--- config.mk ---
export PLATFORM = sky130hd
export DESIGN_NAME = uart_cfg_flat
export DESIGN_NICKNAME = d
export VERILOG_FILES = /design/src/rtl/uart_cfg_if.sv /design/src/rtl/uart_cfg.sv /design/src/flat_wrapper.sv
export SDC_FILE = /design/constraint.sdc
export NUM_CORES = 1
export LEC_CHECK = 0
export CORE_UTILIZATION = 40
export CTS_BUF_LIST = sky130_fd_sc_hd__clkbuf_8 sky130_fd_sc_hd__clkbuf_16
export CTS_CLUSTER_DIAMETER = 120
export DETAILED_ROUTE_END_ITERATION = 10
export PLACE_DENSITY = 0.63
export SYNTH_ARGS = -nofsm -noshare
export SYNTH_HDL_FRONTEND = slang
export SYNTH_SLANG_ARGS = --single-unit
--- constraint.sdc ---
create_clock -name clk -period 5.2 [get_ports clk]
set_input_delay 1.04 -clock clk [delete_from_list [all_inputs] [get_ports clk]]
set_output_delay 1.04 -clock clk [all_outputs]
set_load 0.02 [all_outputs]
--- src/rtl/uart_cfg_if.sv ---
// Signal bundle for uart_cfg: serial lines, transmit handshake, receive outputs and
// flow-control status. The block is the slave; the surrounding logic is the master.
interface uart_cfg_if #(
    parameter int unsigned DATA_BITS = 8
);
    logic                 rx;
    logic                 tx;
    logic                 tx_valid;
    logic [DATA_BITS-1:0] tx_data;
    logic                 tx_ready;
    logic                 tx_cts;
    logic                 rx_valid;
    logic [DATA_BITS-1:0] rx_data;
    logic                 parity_err;
    logic                 frame_err;
    logic                 is_receiving;
    logic                 is_transmitting;
    logic                 busy;
    logic                 rts;
    logic                 cts;

    modport slave (
        input  rx, tx_valid, tx_data, tx_cts, busy, rts,
        output tx, tx_ready, rx_valid, rx_data, parity_err, frame_err,
               is_receiving, is_transmitting, cts
    );

    modport master (
        output rx, tx_valid, tx_data, tx_cts, busy, rts,
        input  tx, tx_ready, rx_valid, rx_data, parity_err, frame_err,
               is_receiving, is_transmitting, cts
    );
endinterface

--- src/rtl/uart_cfg.sv ---
// Configurable UART: independent oversampled receiver and transmitter, optional parity,
// one or two stop bits, CTS-gated transmit and a combinational RTS/busy flow-control output.
module uart_cfg #(
    parameter int unsigned CLK_DIV   = 1302,
    parameter int unsigned OS        = 4,
    parameter int unsigned DATA_BITS = 8,
    parameter int unsigned PARITY    = 0,
    parameter int unsigned STOP_BITS = 1
) (
    input  logic      clk,
    input  logic      rst,
    uart_cfg_if.slave bus
);
    localparam int unsigned     DivW     = (CLK_DIV > 1) ? $clog2(CLK_DIV) : 1;
    localparam int unsigned     OsW      = $clog2(OS);
    localparam logic [DivW-1:0] DivLast  = DivW'(CLK_DIV - 1);
    localparam logic [OsW-1:0]  OsLast   = OsW'(OS - 1);
    localparam logic [OsW-1:0]  OsHalf   = OsW'(OS / 2 - 1);
    localparam logic [3:0]      DataLast = 4'(DATA_BITS - 1);
    localparam logic [3:0]      StopLast = 4'(STOP_BITS - 1);

    typedef enum logic [2:0] {
        RxIdle, RxStart, RxData, RxPar, RxStop, RxDone, RxErr, RxHold
    } rx_state_e;
    typedef enum logic [2:0] {TxIdle, TxStart, TxData, TxPar, TxStop} tx_state_e;

    logic                 rx_meta_q, rx_sync_q;
    rx_state_e            rx_state_q, rx_state_d;
    logic [DivW-1:0]      rx_div_q, rx_div_d;
    logic [OsW-1:0]       rx_os_q, rx_os_d;
    logic [3:0]           rx_cnt_q, rx_cnt_d;
    logic [DATA_BITS-1:0] rx_sh_q, rx_sh_d, rx_data_q, rx_data_d;
    logic                 rx_par_q, rx_par_d;
    logic                 rx_tick, rx_half, rx_bit_end, rx_par_bad;

    tx_state_e            tx_state_q, tx_state_d;
    logic [DivW-1:0]      tx_div_q, tx_div_d;
    logic [OsW-1:0]       tx_os_q, tx_os_d;
    logic [3:0]           tx_cnt_q, tx_cnt_d;
    logic [DATA_BITS-1:0] tx_sh_q, tx_sh_d;
    logic                 tx_par_q, tx_par_d, tx_q, tx_d, tx_en_q, tx_ready, tx_bit_end;

    always_ff @(posedge clk or negedge rst) begin
        if (!rst) begin
            rx_meta_q <= 1'b1;
            rx_sync_q <= 1'b1;
        end else begin
            rx_meta_q <= bus.rx;
            rx_sync_q <= rx_meta_q;
        end
    end

    assign rx_tick    = (rx_div_q == DivLast);
    assign rx_half    = rx_tick && (rx_os_q == OsHalf);
    assign rx_bit_end = rx_tick && (rx_os_q == OsLast);

    always_comb begin
        rx_state_d = rx_state_q;
        rx_div_d   = rx_div_q;
        rx_os_d    = rx_os_q;
        rx_cnt_d   = rx_cnt_q;
        rx_sh_d    = rx_sh_q;
        rx_data_d  = rx_data_q;
        rx_par_d   = rx_par_q;
        if (rx_state_q != RxIdle) begin
            rx_div_d = rx_tick ? '0 : rx_div_q + 1'b1;
            if (rx_tick) rx_os_d = (rx_os_q == OsLast) ? '0 : rx_os_q + 1'b1;
        end
        unique case (rx_state_q)
            RxIdle: if (!rx_sync_q) begin
                rx_state_d = RxStart;
                rx_div_d   = '0;
                rx_os_d    = '0;
            end
            // Re-phase the tick count at mid start bit so later samples land mid-bit.
            RxStart: if (rx_half) begin
                rx_os_d    = '0;
                rx_cnt_d   = '0;
                rx_par_d   = 1'b0;
                rx_state_d = rx_sync_q ? RxIdle : RxData;
            end
            RxData: if (rx_bit_end) begin
                rx_sh_d  = {rx_sync_q, rx_sh_q[DATA_BITS-1:1]};
                rx_par_d = rx_par_q ^ rx_sync_q;
                rx_cnt_d = rx_cnt_q + 4'd1;
                if (rx_cnt_q == DataLast) rx_state_d = (PARITY != 0) ? RxPar : RxStop;
            end
            RxPar: if (rx_bit_end) begin
                rx_par_d   = rx_par_q ^ rx_sync_q;
                rx_state_d = RxStop;
            end
            RxStop: if (rx_bit_end) begin
                if (rx_sync_q) begin
                    rx_state_d = RxDone;
                    rx_data_d  = rx_sh_q;
                end else begin
                    rx_state_d = RxErr;
                end
            end
            RxDone: rx_state_d = RxIdle;
            RxErr: begin
                rx_state_d = RxHold;
                rx_div_d   = '0;
                rx_os_d    = '0;
                rx_cnt_d   = '0;
            end
            RxHold: begin
                if (rx_bit_end && (rx_cnt_q < 4'd2)) rx_cnt_d = rx_cnt_q + 4'd1;
                if ((rx_cnt_q == 4'd2) && rx_sync_q) rx_state_d = RxIdle;
            end
            default: rx_state_d = RxIdle;
        endcase
    end

    // rx_par_q is the XOR of data and parity bits: 1 means an odd count of ones.
    always_comb begin
        rx_par_bad = 1'b0;
        if (PARITY == 1) rx_par_bad = ~rx_par_q;
        else if (PARITY == 2) rx_par_bad = rx_par_q;
    end

    always_ff @(posedge clk or negedge rst) begin
        if (!rst) begin
            rx_state_q <= RxIdle;
            rx_div_q   <= '0;
            rx_os_q    <= '0;
            rx_cnt_q   <= '0;
            rx_sh_q    <= '0;
            rx_data_q  <= '0;
            rx_par_q   <= 1'b0;
        end else begin
            rx_state_q <= rx_state_d;
            rx_div_q   <= rx_div_d;
            rx_os_q    <= rx_os_d;
            rx_cnt_q   <= rx_cnt_d;
            rx_sh_q    <= rx_sh_d;
            rx_data_q  <= rx_data_d;
            rx_par_q   <= rx_par_d;
        end
    end

    assign tx_bit_end = (tx_div_q == DivLast) && (tx_os_q == OsLast);
    // tx_en_q keeps the transmitter closed until the first clock edge after reset.
    assign tx_ready   = (tx_state_q == TxIdle) && bus.tx_cts && tx_en_q;

    always_comb begin
        tx_state_d = tx_state_q;
        tx_div_d   = tx_div_q;
        tx_os_d    = tx_os_q;
        tx_cnt_d   = tx_cnt_q;
        tx_sh_d    = tx_sh_q;
        tx_par_d   = tx_par_q;
        tx_d       = tx_q;
        if (tx_state_q != TxIdle) begin
            tx_div_d = (tx_div_q == DivLast) ? '0 : tx_div_q + 1'b1;
            if (tx_div_q == DivLast) tx_os_d = (tx_os_q == OsLast) ? '0 : tx_os_q + 1'b1;
        end
        unique case (tx_state_q)
            TxIdle: if (bus.tx_valid && tx_ready) begin
                tx_state_d = TxStart;
                tx_d       = 1'b0;
                tx_sh_d    = bus.tx_data;
                tx_par_d   = (PARITY == 1) ? ~(^bus.tx_data) : ^bus.tx_data;
                tx_div_d   = '0;
                tx_os_d    = '0;
            end
            TxStart: if (tx_bit_end) begin
                tx_state_d = TxData;
                tx_d       = tx_sh_q[0];
                tx_cnt_d   = '0;
            end
            TxData: if (tx_bit_end) begin
                if (tx_cnt_q == DataLast) begin
                    tx_cnt_d = '0;
                    if (PARITY != 0) begin
                        tx_state_d = TxPar;
                        tx_d       = tx_par_q;
                    end else begin
                        tx_state_d = TxStop;
                        tx_d       = 1'b1;
                    end
                end else begin
                    tx_sh_d  = tx_sh_q >> 1;
                    tx_d     = tx_sh_q[1];
                    tx_cnt_d = tx_cnt_q + 4'd1;
                end
            end
            TxPar: if (tx_bit_end) begin
                tx_state_d = TxStop;
                tx_d       = 1'b1;
                tx_cnt_d   = '0;
            end
            TxStop: if (tx_bit_end) begin
                if (tx_cnt_q == StopLast) tx_state_d = TxIdle;
                else tx_cnt_d = tx_cnt_q + 4'd1;
            end
            default: tx_state_d = TxIdle;
        endcase
    end

    always_ff @(posedge clk or negedge rst) begin
        if (!rst) begin
            tx_state_q <= TxIdle;
            tx_div_q   <= '0;
            tx_os_q    <= '0;
            tx_cnt_q   <= '0;
            tx_sh_q    <= '0;
            tx_par_q   <= 1'b0;
            tx_q       <= 1'b1;
            tx_en_q    <= 1'b0;
        end else begin
            tx_state_q <= tx_state_d;
            tx_div_q   <= tx_div_d;
            tx_os_q    <= tx_os_d;
            tx_cnt_q   <= tx_cnt_d;
            tx_sh_q    <= tx_sh_d;
            tx_par_q   <= tx_par_d;
            tx_q       <= tx_d;
            tx_en_q    <= 1'b1;
        end
    end

    assign bus.tx              = tx_q;
    assign bus.tx_ready        = tx_ready;
    assign bus.rx_valid        = (rx_state_q == RxDone);
    assign bus.parity_err      = (rx_state_q == RxDone) && rx_par_bad;
    assign bus.frame_err       = (rx_state_q == RxErr);
    assign bus.rx_data         = rx_data_q;
    assign bus.is_receiving    = (rx_state_q != RxIdle);
    assign bus.is_transmitting = (tx_state_q != TxIdle);
    assign bus.cts             = bus.rts & ~bus.busy;
endmodule
--- src/flat_wrapper.sv ---
// flat-port wrapper written by rule: the top's interface ports become plain ports
module uart_cfg_flat 
#(
    parameter int unsigned CLK_DIV   = 1302,
    parameter int unsigned OS        = 4,
    parameter int unsigned DATA_BITS = 8,
    parameter int unsigned PARITY    = 0,
    parameter int unsigned STOP_BITS = 1
)
  (clk, rst, bus_rx, bus_tx_valid, bus_tx_data, bus_tx_cts, bus_busy, bus_rts, bus_tx, bus_tx_ready, bus_rx_valid, bus_rx_data, bus_parity_err, bus_frame_err, bus_is_receiving, bus_is_transmitting, bus_cts);
  uart_cfg_if #(.DATA_BITS(DATA_BITS)) bus_i ();
  input  logic clk;
  input  logic rst;
  input wire logic [$bits(bus_i.rx)-1:0] bus_rx;
  input wire logic [$bits(bus_i.tx_valid)-1:0] bus_tx_valid;
  input wire logic [$bits(bus_i.tx_data)-1:0] bus_tx_data;
  input wire logic [$bits(bus_i.tx_cts)-1:0] bus_tx_cts;
  input wire logic [$bits(bus_i.busy)-1:0] bus_busy;
  input wire logic [$bits(bus_i.rts)-1:0] bus_rts;
  output wire logic [$bits(bus_i.tx)-1:0] bus_tx;
  output wire logic [$bits(bus_i.tx_ready)-1:0] bus_tx_ready;
  output wire logic [$bits(bus_i.rx_valid)-1:0] bus_rx_valid;
  output wire logic [$bits(bus_i.rx_data)-1:0] bus_rx_data;
  output wire logic [$bits(bus_i.parity_err)-1:0] bus_parity_err;
  output wire logic [$bits(bus_i.frame_err)-1:0] bus_frame_err;
  output wire logic [$bits(bus_i.is_receiving)-1:0] bus_is_receiving;
  output wire logic [$bits(bus_i.is_transmitting)-1:0] bus_is_transmitting;
  output wire logic [$bits(bus_i.cts)-1:0] bus_cts;
  assign bus_i.rx = bus_rx;
  assign bus_i.tx_valid = bus_tx_valid;
  assign bus_i.tx_data = bus_tx_data;
  assign bus_i.tx_cts = bus_tx_cts;
  assign bus_i.busy = bus_busy;
  assign bus_i.rts = bus_rts;
  assign bus_tx = bus_i.tx;
  assign bus_tx_ready = bus_i.tx_ready;
  assign bus_rx_valid = bus_i.rx_valid;
  assign bus_rx_data = bus_i.rx_data;
  assign bus_parity_err = bus_i.parity_err;
  assign bus_frame_err = bus_i.frame_err;
  assign bus_is_receiving = bus_i.is_receiving;
  assign bus_is_transmitting = bus_i.is_transmitting;
  assign bus_cts = bus_i.cts;
  uart_cfg #(.CLK_DIV(CLK_DIV), .OS(OS), .DATA_BITS(DATA_BITS), .PARITY(PARITY), .STOP_BITS(STOP_BITS)) u_core (.clk(clk), .rst(rst), .bus(bus_i));
endmodule
== After elaboration in Yosys (flattened, before gate mapping) ==
Index checks and enable logic that the tools add are counted.
Operators by class
  add/sub/neg operators: 6
  $mul: 0
  divide/modulo/power cells: 0
  order comparisons: 1
  eq/ne operators: 37
  shifts and indexed selects: 0
  muxes and demuxes: 57
  bitwise gates (word level): 2
  reductions and logical operators: 26
Operators with widths (count)
  2-to-1 mux 11 bit: 7
  2-to-1 mux 3 bit: 14
  2-to-1 mux 4 bit: 8
  inequality test 2 x 1 -> 1 bit (second input constant): 14
  2-to-1 mux 2 bit: 12
  2-to-1 mux 8 bit: 3
  case mux 3 bit (8 select lines): 1
  adder 11 x 1 -> 11 bit (second input constant): 2
  == test 11 bit (second input constant): 2
  case mux 11 bit (2 select lines): 1
  case mux 4 bit (4 select lines): 1
  case mux 8 bit (2 select lines): 1
  == test 3 bit (second input constant): 5
  case mux 3 bit (5 select lines): 1
  AND reduction 7 bit: 2
  == test 3 x 2 -> 1 bit (second input constant): 4
  case mux 4 bit (3 select lines): 1
  AND reduction 5 bit: 2
  nonzero test 3 bit: 3
  adder 4 x 1 -> 4 bit (second input constant): 2
  == test 4 x 3 -> 1 bit (second input constant): 2
  logical AND 1 bit: 8
  inequality test 2 bit (second input constant): 4
  AND reduction 4 bit: 2
  other kinds (18): 27
Storage, ports and cells
  flip-flop bits (word level): 68
  latch bits: 0
  memory bits (writable): 0
  memory bits (read-only): 0
  bits of input ports: 15
  output and inout port bits: 16
  memories kept: 0

== Depth between registers and ports, before layout ==
Gate-level depths: netlist of run 1.
  depth after elaboration: 6
  depth in mapped cells: 8

== Worst setup path after synthesis of run 1 ==
Ideal clock, no wire load.
  kind: reg-to-output
  start: reg u_core.tx_state_q[2]
  end: out bus_tx_ready
  data arrival time: 1.369 ns
  required time: 4.160 ns
  slack: 2.791 ns
  stages on the path, launching flop included: 4
  path through: dfrtp_1 -> clkbuf_1 -> nor3_1 -> and3_1
On the way
  word-level cells in the longest chain between the ends: 3
RTL lines
  from (decl): line uart_cfg.sv:36  | tx_state_e tx_state_q, tx_state_d;
  from (signal assigned): line uart_cfg.sv:203  | tx_state_q <= TxIdle;
  from (signal assigned): line uart_cfg.sv:212  | tx_state_q <= tx_state_d;
  logical NOT 3 bit: line uart_cfg.sv:144  | assign tx_ready = (tx_state_q == TxIdle) && bus.tx_cts && tx_en_q;
  logical AND 1 bit (2 in series): line uart_cfg.sv:144
  to (decl): line flat_wrapper.sv:21  | output wire logic [$bits(bus_i.tx_ready)-1:0] bus_tx_ready;
No other way between the ends.

== Worst setup path in the final report of run 1 ==
Ends and elaborated chain as after synthesis.

==> results of run 1 <==
[layout make-up]
type                            count  area (sq um)  share of cell area
Multi-Input combinational cell    262          1844              0.4353
Clock buffer                       11         151.4             0.03574
Clock inverter                      5         21.27            0.005021
Sequential cell                    68          1705              0.4025
Tap cell                          108         135.1             0.03190
Inverter                           21         78.83             0.01861
Timing Repair Buffer               31         300.3             0.07088
[power by group through the flow]
| stage | Combinational, mW | Sequential, mW | Clock, mW |
|---|---|---|---|
| after floorplan | 0.0952 | 0.616 | 0 |
| after global placement | 0.137 | 0.626 | 0 |
| after detailed placement | 0.142 | 0.627 | 0 |
| after CTS | 0.143 | 0.617 | 0.395 |
| after global routing | 0.162 | 0.625 | 0.422 |
| final | 0.142 | 0.618 | 0.385 |
[how the worst min path moves through the flow]
stage | start | to | cells past startpoint
floorplan | u_core.rx_meta_q$_DFF_PN1_ | u_core.rx_sync_q$_DFF_PN1_ | 0
global placement | u_core.rx_meta_q$_DFF_PN1_ | u_core.rx_sync_q$_DFF_PN1_ | 0
detailed placement | u_core.rx_meta_q$_DFF_PN1_ | u_core.rx_sync_q$_DFF_PN1_ | 0
CTS | u_core.rx_meta_q$_DFF_PN1_ | u_core.rx_sync_q$_DFF_PN1_ | 0
global route | u_core.rx_meta_q$_DFF_PN1_ | u_core.rx_sync_q$_DFF_PN1_ | 0
finish | u_core.rx_meta_q$_DFF_PN1_ | u_core.rx_sync_q$_DFF_PN1_ | 0
[routing by layer]
metal / vias up / wire length, um / GRT usage
met4: 0 / 128 / 0.07348
met3: 8 / 217 / 0.03651
met2: 45 / 3178 / 0.2378
li1: 1351 / - / -
met1: 1345 / 3603 / 0.2231
met5: - / 0 / 0
[cell usage after synthesis (2+ instances only)]
master,count,area [sq um]
xor2_1,6,52.55
nor2_1,29,108.9
nand4_1,4,25.02
nor3_1,13,65.06
o31ai_1,3,22.52
mux2i_1,3,30.03
a21oi_1,14,70.07
conb_1,2,7.510
nor3_2,3,30.03
nor4_1,2,12.51
and3_1,7,43.79
nand3_1,10,50.05
o32ai_1,2,17.52
nor3b_1,2,15.01
dfstp_2,3,78.83
a31o_2,3,26.28
nand2b_1,4,25.02
or3b_2,5,43.79
a21o_1,4,30.03
nor2b_1,2,12.51
a31oi_1,6,37.54
or3_1,3,18.77
nand4b_1,3,26.28
nand2_1,30,112.6
buf_6,2,22.52
or4b_1,2,20.02
inv_1,21,78.83
or2b_2,4,35.03
o22ai_1,2,12.51
dfrtp_1,65,1627
nand3b_1,2,15.01
a221oi_1,2,17.52
mux2_2,30,337.8
clkbuf_1,6,22.52
xnor2_1,6,52.55
mux2_4,2,30.03
o21ai_0,16,80.08
and4_1,2,17.52
ha_1,11,137.6
nor4bb_1,2,20.02
[placed cells by master, fill, tap and decap left out, types with 4 or more instances in the layout]
master	count
o21ai_0	16
nand2_1	30
nand2b_1	4
clkbuf_8	11
nor2_1	29
or2b_2	4
xor2_1	6
dfrtp_1	65
mux2_2	30
xnor2_1	6
clkdlybuf4s50_1	28
or3b_2	5
nand3_1	10
nand4_1	4
ha_1	11
a21o_1	4
and3_1	7
nor3_1	13
a31oi_1	6
a21oi_1	14
inv_1	24
[critical path: cells and delay by family (launching register included)]
kind	cells	cell delay, ns
AND/OR/NAND/NOR	2	0.90
flip-flops	1	0.50
buffers and inverters	1	0.60
[cells by family (layout without fill, tap and decap cells)]
logic type,after synthesis,in the layout,synth area share
fa+ha+maj,11,11,0.03720
mux,35,35,0.1075
xor+xnor,12,12,0.02841
buf+inv,32,68,0.04058
simple gates,135,135,0.2022
flops,68,68,0.4609
compound gates,67,67,0.1211
other cells,2,2,0.002030
[sequential cells by signal, summed over array words and instances (netlist names)]
signal / count
u_core.tx_div_q: 11
u_core.tx_state_q: 3
u_core.rx_cnt_q: 4
u_core.bus.rx_data: 8
u_core.rx_meta_q: 1
u_core.rx_div_q: 11
u_core.bus.tx: 1
u_core.rx_os_q: 2
u_core.tx_cnt_q: 4
u_core.tx_sh_q: 8
u_core.tx_en_q: 1
u_core.rx_sh_q: 8
u_core.rx_sync_q: 1
u_core.tx_os_q: 2
u_core.rx_state_q: 3
==> flow_summary.toml, run 1 <==
[outcome]
outcome = "completed"

[synth]
ys.warnings.count = 0
dominantRegCellSynth = "dfrtp_1"
synthCells = 362
ys_seq_elements = 68
synth.cell_area_sq_um = 3700
synthArstFlopShare = 1.000
syn_area_per_cell_sq_um = 10.22
synth_edf_count = 0
synth_cell_types = 64
syn_nets = 388
yosysSeqAreaShare = 0.4609

[sta]
report.final.setup_viol = 0
fin_crit_ns = 3.382
relSlewSlack = 0.1929
fmax_ghz = 0.2957
timing.final.crit_share = 0.6503
maxSlewViolCount = 0
rsz0062_at_grt = "no"
timing.final.hold_violations = 0
layout_setup_ws_ns = 1.818
tns_ns = 0
clock_skew_ns = 0.01515
worst_pin_slew_ns = 1.201
timing.hold.ws_ns = 0.3610

[cts]
clock_latency_ns = 0.35
clk_pin_slew_worst_paths_ns = 0.07
cts_root_buffer = "clkbuf_8"
cts_setup_buffers = 0
cts_sinks = 68
cts_tree = "done"
clockBufferDepth = 2
cts_buffers = 9
htreeDepth = 3
cts.repair.resized = 0
ctsHoldBuffers = 0

[worst_setup_path]
cpPeakStageDelay_ns = 0.65
critical_path.startpoint = "u_core.tx_state_q[2]$_DFFE_PN0P_"
worstSetupPathType = "reg2out"
path_cells = "nor3_1, and3_1, clkdlybuf4s50_1"
r2r_setup_slack_ns = 2.61
required_ns = 4.16
end_kind = "output pin"
r2r_end = "u_core.rx_div_q[8]$_DFF_PN0_"
crit_arrival_ns = 2.34
start_kind = "flip-flop"
rr_startpoint = "u_core.rx_state_q[0]$_DFFE_PN0P_"
crit_slowest_cell = "nor3_1"
ff2ff_path_depth = 6
cp-endpoint = "bus_tx_ready"
worstPathMaxFanout = 12

[power]
internal-power_uw = 838.4
power_mw = 1.145
leakagePower_nw = 1.881
p_seq_frac = 0.540
sw_frac_of_total = 0.2676
p_switching_uw = 306.3
pwr-share-comb = 0.124
p_clk_frac = 0.337
powerDensity_nw_per_um2 = 270.2
irDropWorstVdd_mv = 0.1107

[die]
num_rows = 34
coreArea_sq_um = 8848
die_x_um = 98.18
die_area_sq_um = 9638
start_util = 0.4181
fp.dieH_um = 98.18
ios = 31

[grt]
grt_max_degree = 41
grt_pass1_wl_um = 12300
grt_pass1_vias = 2602
grt_overflow_total = 0
grt_usage = 0.1603
antenna_found_initial = 0

[job]
drv_cap = 0

[route]
antenna_left = 0
drcViolationCount = 0
vias = 2749
drt_iter0_drc = 87
dr.pass1.iters = 6
drt-total-wl_um = 7128
vias_per_cell = 5.433
wire_per_inst_um = 14.09

[final_layout]
antenna_cells = 0
n_fill_cell = 845
fin_nets = 419
final_util = 0.4788
fin_cells = 506
areaGrowthSynthToFinish_pct = 14.51
drive_gt1_frac = 0.1809
fin_area_sq_um = 4237

[worst_hold_path]
hold_path_class = "reg2reg"

[placement]
placed_area_sq_um = 4064
dp_hpwl_um = 4894
dpl.cell_count = 490
pre_cts_slack_ns = 1.879
gp_congestion = 0.8055
port_buffers = 29
No activity file was read; power rests on OpenSTA's default activity.
==> run 2, diff against run 1 <==
==> constraint.sdc (replaced) <==
create_clock -name clk -period 3.2 [get_ports clk]
set_input_delay 0.64 -clock clk [delete_from_list [all_inputs] [get_ports clk]]
set_output_delay 0.64 -clock clk [all_outputs]
set_load 0.02 [all_outputs]
==> run 2 against run 1 <==
The run now ends with design-rule violations left; sequential power rose by 62%; sequential share of layout area decreased by 1.6 points; clock skew shrank 0.0077 ns; worst hold slack worse by 0.051 ns; core utilization is 2.0 points higher; power rose by 98%; clock power rose to 2.7 times the previous value; critical path depth increased by 1; via count increased by 0.47%; combinational power is 63% higher; die area unchanged; largest cell class unchanged; largest power group is now clock.
==> flow_summary.toml, run 2 (synthesis results as in run 1) <==
[outcome]
outcome = "finished with violations"
violations = "design-rule violations"

[power]
p_switching_uw = 510.7
power_mw = 2.261
leakagePower_nw = 1.955
internal-power_mw = 1.751
irDropWorstVdd_mv = 0.2176
powerDensity_nw_per_um2 = 512.7
p_clk_frac = 0.454
pwr-share-comb = 0.103
sw_frac_of_total = 0.2258
p_seq_frac = 0.443

[grt]
grt_max_degree = 69
grt_pass1_wl_um = 12250
antenna_found_initial = 0
grt_pass1_vias = 2690
grt_usage = 0.1590
met1_usage = 0.2073
grt_util_met2 = 0.2573
grtUsageMet3 = 0.02577
grt_overflow_total = 0
top_usage_layer = "met2"

[sta]
fmax_ghz = 0.3629
relSlewSlack = 0.1878
rsz0062_at_grt = "no"
tns_ns = 0
timing.hold.ws_ns = 0.3100
maxSlewViolCount = 0
layout_setup_ws_ns = 0.4444
report.final.setup_viol = 0
timing.final.hold_violations = 0
clock_skew_ns = 0.007473
fin_crit_ns = 2.756
worst_pin_slew_ns = 1.209
timing.final.crit_share = 0.8611

[die]
ios = 31
num_rows = 34
fp.dieH_um = 98.18
die_area_sq_um = 9638
die_x_um = 98.18
coreArea_sq_um = 8848
start_util = 0.4181

[worst_hold_path]
hold_path_class = "in2async"

[placement]
pre_cts_slack_ns = 0.6720
port_buffers = 29
gp_congestion = 0.8219
dpl.cell_count = 495
dp_hpwl_um = 4913

[worst_setup_path]
path_cells = "nor3_1, buf_4, inv_1, clkdlybuf4s50_1"
rr_startpoint = "u_core.rx_state_q[2]$_DFFE_PN0P_"
cpPeakStageDelay_ns = 0.57
required_ns = 2.56
start_kind = "flip-flop"
worstSetupPathType = "reg2out"
critical_path.startpoint = "u_core.rx_state_q[2]$_DFFE_PN0P_"
end_kind = "output pin"
worstPathMaxFanout = 17
crit_arrival_ns = 2.12
crit_slowest_cell = "dfrtp_1"

[final_layout]
antenna_cells = 0
drive_gt1_frac = 0.1985
largestRegisters = "u_core.rx_div_q (11), u_core.tx_div_q (11)"
areaGrowthSynthToFinish_pct = 19.21
fin_nets = 424
final_common_cell = "dfrtp_1"
fin_cells = 511
mostFrequentLayoutCells = "dfrtp_1, nand2_1, mux2_2"

[route]
drt_iter0_drc = 70
antenna_left = 0
drcViolationCount = 2
vias = 2762
wire_per_inst_um = 13.92
dr.pass1.iters = 7
drt-total-wl_um = 7115
vias_per_cell = 5.405

[cts]
clk_pin_slew_worst_paths_ns = 0.08
cts.repair.resized = 0
cts_setup_buffers = 0
ctsHoldBuffers = 0
cts_root_buffer = "clkbuf_8"
cts_tree = "done"
clockBufferDepth = 2
cts_buffers = 9
htreeDepth = 3
cts_sinks = 68
clock_latency_ns = 0.34

[job]
drv_cap = 0
[run 2: final timing paths]
path | end | slack (ns) | depth (start not counted)
min | u_core.rx_div_q[3]$_DFF_PN0_ | 0.31 | 2
max reg2reg | u_core.rx_div_q[8]$_DFF_PN0_ | 0.65 | 5
max | bus_is_receiving | 0.44 | 4
min in group clk | u_core.rx_sync_q$_DFF_PN1_ | 0.37 | 0
min reg2reg | u_core.rx_sync_q$_DFF_PN1_ | 0.37 | 0
max in group asynchronous | u_core.bus.tx$_DFFE_PN1P_ | 2.57 | 2
[run 2: through the flow]
step | util | instance area [sq um]
finish | 0.4984 | 4410
global route | 0.4984 | 4410
CTS | 0.4984 | 4410
detailed placement | 0.4649 | 4114
global placement | 0.4649 | 4114
floorplan | - | 3700
[run 2: cell type report]
cell class              instances  area [sq um]
fillers                       826          4438
multi-input cells             262          1844
flip-flops and latches         68          1705
repair buffers                 36         350.3
clock inverters                 6         158.9
clock buffers                  10         137.6
well taps                     108         135.1
inverters                      21         78.83
[run 2: power groups by stage]
stage / logic (mW) / clock network, mW / registers, mW
3_5_place_dp: 0.237 / 0 / 1.02
6_report: 0.232 / 1.03 / 1.00
3_3_place_gp: 0.230 / 0 / 1.02
4_1_cts: 0.237 / 1.05 / 1.00
2_1_floorplan: 0.155 / 0 / 1.00
5_1_grt: 0.265 / 1.09 / 1.01
[run 2: routing by layer]
layer  share of wire  wire length [um]
met5               0                 0
met4           0.020               143
met3           0.027               191
met2            0.45              3225
met1            0.50              3554
[run 2: critical path: cells and delay by family (launching register included)]
family	cells	cell delay, ns
flip-flops	1	0.57
AND/OR/NAND/NOR	1	0.37
buffers and inverters	3	0.84
